### config.mk
export PLATFORM = sky130hd
export DESIGN_NAME = cordic_iter_ctrl
export DESIGN_NICKNAME = d
export VERILOG_FILES = /design/src/rtl/cordic_iter_ctrl_pkg.sv /design/src/rtl/cordic_iter_ctrl_counter.sv /design/src/rtl/cordic_iter_ctrl.sv
export SDC_FILE = /design/constraint.sdc
export NUM_CORES = 1
export LEC_CHECK = 0
export CORE_MARGIN = 5
export CORE_UTILIZATION = 40
export CTS_BUF_LIST = sky130_fd_sc_hd__clkbuf_4 sky130_fd_sc_hd__clkbuf_8
export DETAILED_ROUTE_END_ITERATION = 16
export PLACE_DENSITY_LB_ADDON = 0.15
export SYNTH_ARGS = -nofsm -noshare
export SYNTH_HDL_FRONTEND = slang
export SYNTH_SLANG_ARGS = --single-unit
### constraint.sdc
create_clock -name c -period 1.6 [get_ports c]
set_clock_uncertainty 0.1 [all_clocks]
set_input_delay 0.32 -clock c [delete_from_list [all_inputs] [get_ports c]]
set_output_delay 0.32 -clock c [all_outputs]
set_load 0.03 [all_outputs]
### src/rtl/cordic_iter_ctrl_pkg.sv
// Shared types and constants for the iterative CORDIC sequencer: state encoding,
// mode encoding, default sizing and the per-iteration direction decode.
package cordic_iter_ctrl_pkg;

  typedef enum logic [1:0] {
    ST_IDLE = 2'd0,
    ST_LOAD = 2'd1,
    ST_ITER = 2'd2,
    ST_DONE = 2'd3
  } state_t;

  localparam logic MODE_ROT = 1'b0;
  localparam logic MODE_VEC = 1'b1;

  localparam int N_ITER_DEF = 16;
  localparam int SHW_DEF    = 5;

  typedef struct packed {
    logic sub_x;
    logic sub_y;
    logic sub_z;
  } dir_t;

  // d=+1 means x and z subtract while y adds; d=-1 is the mirror image.
  function automatic dir_t decode_dir(input logic mode, input logic z_sign, input logic y_sign);
    logic d_pos;
    d_pos = (mode == MODE_ROT) ? ~z_sign : y_sign;
    return '{sub_x: d_pos, sub_y: ~d_pos, sub_z: d_pos};
  endfunction

endpackage

### src/rtl/cordic_iter_ctrl_counter.sv
// Iteration index counter: synchronous clear, count enable, terminal-count flag
// at N_ITER-1. Wraps to zero after the terminal value so it never exceeds it.
module cordic_iter_counter
  import cordic_iter_ctrl_pkg::*;
#(
  parameter int N_ITER = N_ITER_DEF,
  parameter int SHW    = SHW_DEF
) (
  input  logic           c,
  input  logic           clr_n,
  input  logic           clear,
  input  logic           en,
  output logic [SHW-1:0] count,
  output logic           tc
);

  localparam logic [SHW-1:0] LAST = SHW'(N_ITER - 1);

  assign tc = (count == LAST);

  // NOTE: sequential state is always written with <= so every flop samples
  // the pre-edge values of its neighbours, independent of block ordering.
  always_ff @(posedge c or negedge clr_n) begin
    if (!clr_n) begin
      count <= '0;
    end else if (clear) begin
      count <= '0;
    end else if (en) begin
      count <= tc ? '0 : count + 1'b1;
    end
  end

endmodule

### src/rtl/cordic_iter_ctrl.sv
// Sequencer for the iterative CORDIC core: one micro-rotation per clock on the
// x/y/z registered adders, with a START/BUSY/DONE handshake to the host.
module cordic_iter_ctrl
  import cordic_iter_ctrl_pkg::*;
#(
  parameter int N_ITER = N_ITER_DEF,
  parameter int SHW    = SHW_DEF
) (
  input  logic           c,
  input  logic           clr_n,
  input  logic           start,
  input  logic           mode,
  input  logic           z_sign,
  input  logic           y_sign,
  output logic           busy,
  output logic           done,
  output logic           load,
  output logic           ce,
  output logic           sub_x,
  output logic           sub_y,
  output logic           sub_z,
  output logic [SHW-1:0] shift,
  output logic [SHW-1:0] atan_addr
);

  if (N_ITER < 1 || N_ITER > 32 || (1 << SHW) < N_ITER) begin : g_bad_param
    $error("cordic_iter_ctrl: N_ITER must be 1..32 and fit in SHW bits");
  end

  state_t         state, state_nxt;
  logic           mode_q;
  logic [SHW-1:0] count;
  logic           tc;
  logic           accept;
  dir_t           dir;

  // START is only honoured between operations; anything during LOAD/ITER is dropped.
  assign accept = start && (state == ST_IDLE || state == ST_DONE);

  cordic_iter_counter #(
    .N_ITER (N_ITER),
    .SHW    (SHW)
  ) u_counter (
    .c     (c),
    .clr_n (clr_n),
    .clear (state == ST_LOAD),
    .en    (state == ST_ITER),
    .count (count),
    .tc    (tc)
  );

  always_ff @(posedge c or negedge clr_n) begin
    if (!clr_n) begin
      state  <= ST_IDLE;
      mode_q <= MODE_ROT;
    end else begin
      state <= state_nxt;
      if (accept) begin
        mode_q <= mode;
      end
    end
  end

  // Signs come from the adder registers, i.e. the previous iteration's result.
  assign dir = decode_dir(mode_q, z_sign, y_sign);

  // NOTE: every output of this block gets a default before the case so no
  // path leaves a signal unassigned, which would infer a latch.
  always_comb begin
    state_nxt = state;
    busy      = 1'b0;
    done      = 1'b0;
    load      = 1'b0;
    ce        = 1'b0;
    sub_x     = 1'b0;
    sub_y     = 1'b0;
    sub_z     = 1'b0;
    shift     = '0;
    atan_addr = '0;
    case (state)
      ST_IDLE: begin
        if (accept) state_nxt = ST_LOAD;
      end
      ST_LOAD: begin
        load      = 1'b1;
        ce        = 1'b1;
        busy      = 1'b1;
        state_nxt = ST_ITER;
      end
      ST_ITER: begin
        ce        = 1'b1;
        busy      = 1'b1;
        shift     = count;
        atan_addr = count;
        sub_x     = dir.sub_x;
        sub_y     = dir.sub_y;
        sub_z     = dir.sub_z;
        if (tc) state_nxt = ST_DONE;
      end
      ST_DONE: begin
        done      = 1'b1;
        state_nxt = accept ? ST_LOAD : ST_IDLE;
      end
      default: state_nxt = ST_IDLE;
    endcase
  end

endmodule

==> results.ini <==
[synth]
ys_warn_count = 0
yosysMostFrequentCell = dfrtp_1
synth_area_um2 = 594
synth_top_area_frac = 0.337
ys_ff_latch = 8
syn_nets = 71
synth-main-ff-cell = dfrtp_1
synth_cells = 59
seq_area_frac_synth = 0.337
async_flop_share = 1.00
synth.top_cells.by_count = dfrtp_1, buf_4, ha_1
avgSynthCellArea_um2 = 10.1
synth_top_area_cell = dfrtp_1
synth_edf_count = 0
synth.area.top_cells = dfrtp_1, ha_1, buf_4
ys_types = 26

[timing]
hold_viol_final = 0
fmax_mhz = 599
rsz0062_at_grt = true
worst_slew_pin_slew_ns = 0.386
worst_slack_ns = -0.0694
maxSlewViolCount = 0
setup_viol = 17
slew_headroom = 0.742
fin_crit_sh = 1.04
fin_tns_setup_ns = -0.873
fin_crit_ns = 1.67

[die]
io_pins = 23
fp.dieArea_um2 = 2360
start_util = 0.409
core_um2 = 1450
rows = 14
dieHeight_um = 48.5
die_x_um = 48.5

[clock_tree]
htree_levels = 1
clkLatencyLatePin_ns = 0.26
clk_path_buf_depth = 2
root_buffer = clkbuf_4
clock_sinks = 8
numCtsBuffers = 3
cts_tree = yes
ctsHoldBuffers = 0
clkTransAtPathRegs_ns = 0.06

[min_path]
hold_path_class = in2async

[routing]
postRouteAntennaNets = 0
drcViolationCount = 0
wl_per_cell_um = 13.0
firstDrtPassIters = 4
wl_um = 1440
vias = 547
vias_per_cell = 4.93
drt_iter0_drc = 11

[layout]
layout-drive-gt1-share = 0.642
syn2layout_area_growth_pct = 76.8
diodes = 0
fill_cells = 103
fin_util = 0.723
nNetsFinal = 109

[global_routing]
grt_max_degree = 10
track_usage = 0.135
grt_pass1_vias = 580
grt_overflow = 0
antenna_found_initial = 0
grt_pass1_wl_um = 2580

[worst_setup_path]
setup.worst_path.start_class = flip-flop
crit_path_end_kind = primary output
crit_type = reg2out
reg2regPathDepth = 5
reg2reg_to = state[1]
critPathRequiredTime_ns = 1.18
reg2reg_from = state[1]
cp.arrival_ns = 1.25
path_max_fanout = 8
r2r_slack_ns = -0.02

[power_and_ir_drop]
clkPwrFrac = 0.062
pwr-share-comb = 0.793
power_frac_seq = 0.145
p_sw_mw = 1.09
p_int_mw = 1.44
switching_share = 0.430
p_total_mw = 2.53
p_leak_nw = 0.517
power.density_nw_per_um2 = 2400
vdd_ir_drop_max_v = 0.00167

[run_status]
violations = setup timing
outcome = finished with violations

[flow_run]
maxCapViolations = 0

[placed_design]
hpwlAfterDp_um = 1040
place_congestion = 0.790
io_buffers = 22
dp_worst_setup_slack_ns = -0.126

[worst max-delay path by stage]
stage                     startpoint      endpoint  slack (ns)  cells past startpoint
after global routing        state[0]      shift[0]       -0.15                      4
after detailed placement      z_sign         sub_z       -0.13                      4
after CTS                   state[0]  atan_addr[4]        -0.1                      4
final                       state[0]  atan_addr[3]       -0.07                      4
after floorplan             state[0]      shift[1]       -0.05                      4
after global placement        z_sign         sub_x       -0.11                      4
[worst max-delay path, cell delays in order, from the launching register on]
cell	delay (ns)
dfrtp_1	0.39
inv_2	0.12
ha_4	0.18
and2_2	0.15
buf_4	0.15
[per-stage QoR]
stage                     hold slack (ns)  instance area (um^2)  cells
after floorplan                   -0.0756                   623     59
after global placement              0.405                   851    101
after detailed placement            0.417                   851    101
after CTS                           0.250                   980    109
after global routing                0.269                  1050    111
final                               0.243                  1050    111
[cell type report]
class | instances | area (um^2) | share of cell area
Clock buffer | 3 | 22.5 | 0.0214
Inverter | 3 | 11.3 | 0.0107
Multi-Input combinational cell | 41 | 415 | 0.395
Sequential cell | 8 | 201 | 0.192
Tap cell | 16 | 20.0 | 0.0190
Timing Repair Buffer | 40 | 380 | 0.362
[cell usage in the layout (no fill, tap or decap), drive strengths merged, types with 2 or more instances in the layout]
cell           count
ha                 6
a31o               2
o21ai              5
clkbuf             3
nand2              2
clkdlybuf4s50      5
dfrtp              8
buf               35
nand2b             4
mux2               2
inv                3
and2               6
[metal layers]
| metal | wire, um | part of all wire | global-route usage | vias up |
|---|---|---|---|---|
| met5 | 0 | 0 | 0 | - |
| li1 | - | - | - | 277 |
| met3 | 165 | 0.11 | 0.0644 | 2 |
| met2 | 627 | 0.44 | 0.211 | 20 |
| met1 | 637 | 0.44 | 0.170 | 248 |
| met4 | 8 | 0.0056 | 0.0269 | 0 |
[repair_timing]
| item | 4_1_cts | 5_1_grt |
|---|---|---|
| setup endpoints to repair | 16 | 22 |
| buffers inserted | 5 | 5 |
| resized for setup | 17 | 16 |
| cloned | 0 | 0 |
| pin swaps | 1 | 5 |
[sequential cells by signal (all words and copies together), names as in the netlist]
register         cells
state                2
mode_q               1
u_counter.count      5
[kinds of logic (layout without fill, tap and decap cells)]
kind of cell    count (synthesis)  in the layout  synth area share
compound gates                 14             14             0.183
fa+ha+maj                       6              6             0.126
buf+inv                        10             46             0.107
flops                           8              8             0.337
mux                             2              2            0.0379
simple gates                   19             19             0.208
[power groups by stage]
| stage | sequential [mW] | combinational, mW | clock [mW] |
|---|---|---|---|
| 4_1_cts | 0.361 | 1.82 | 0.157 |
| 3_5_place_dp | 0.360 | 1.52 | 0 |
| 6_report | 0.367 | 2.00 | 0.157 |
| 3_3_place_gp | 0.360 | 1.50 | 0 |
| 5_1_grt | 0.383 | 2.18 | 0.173 |
| 2_1_floorplan | 0.387 | 1.02 | 0 |
(Power assumes the default switching activity.)
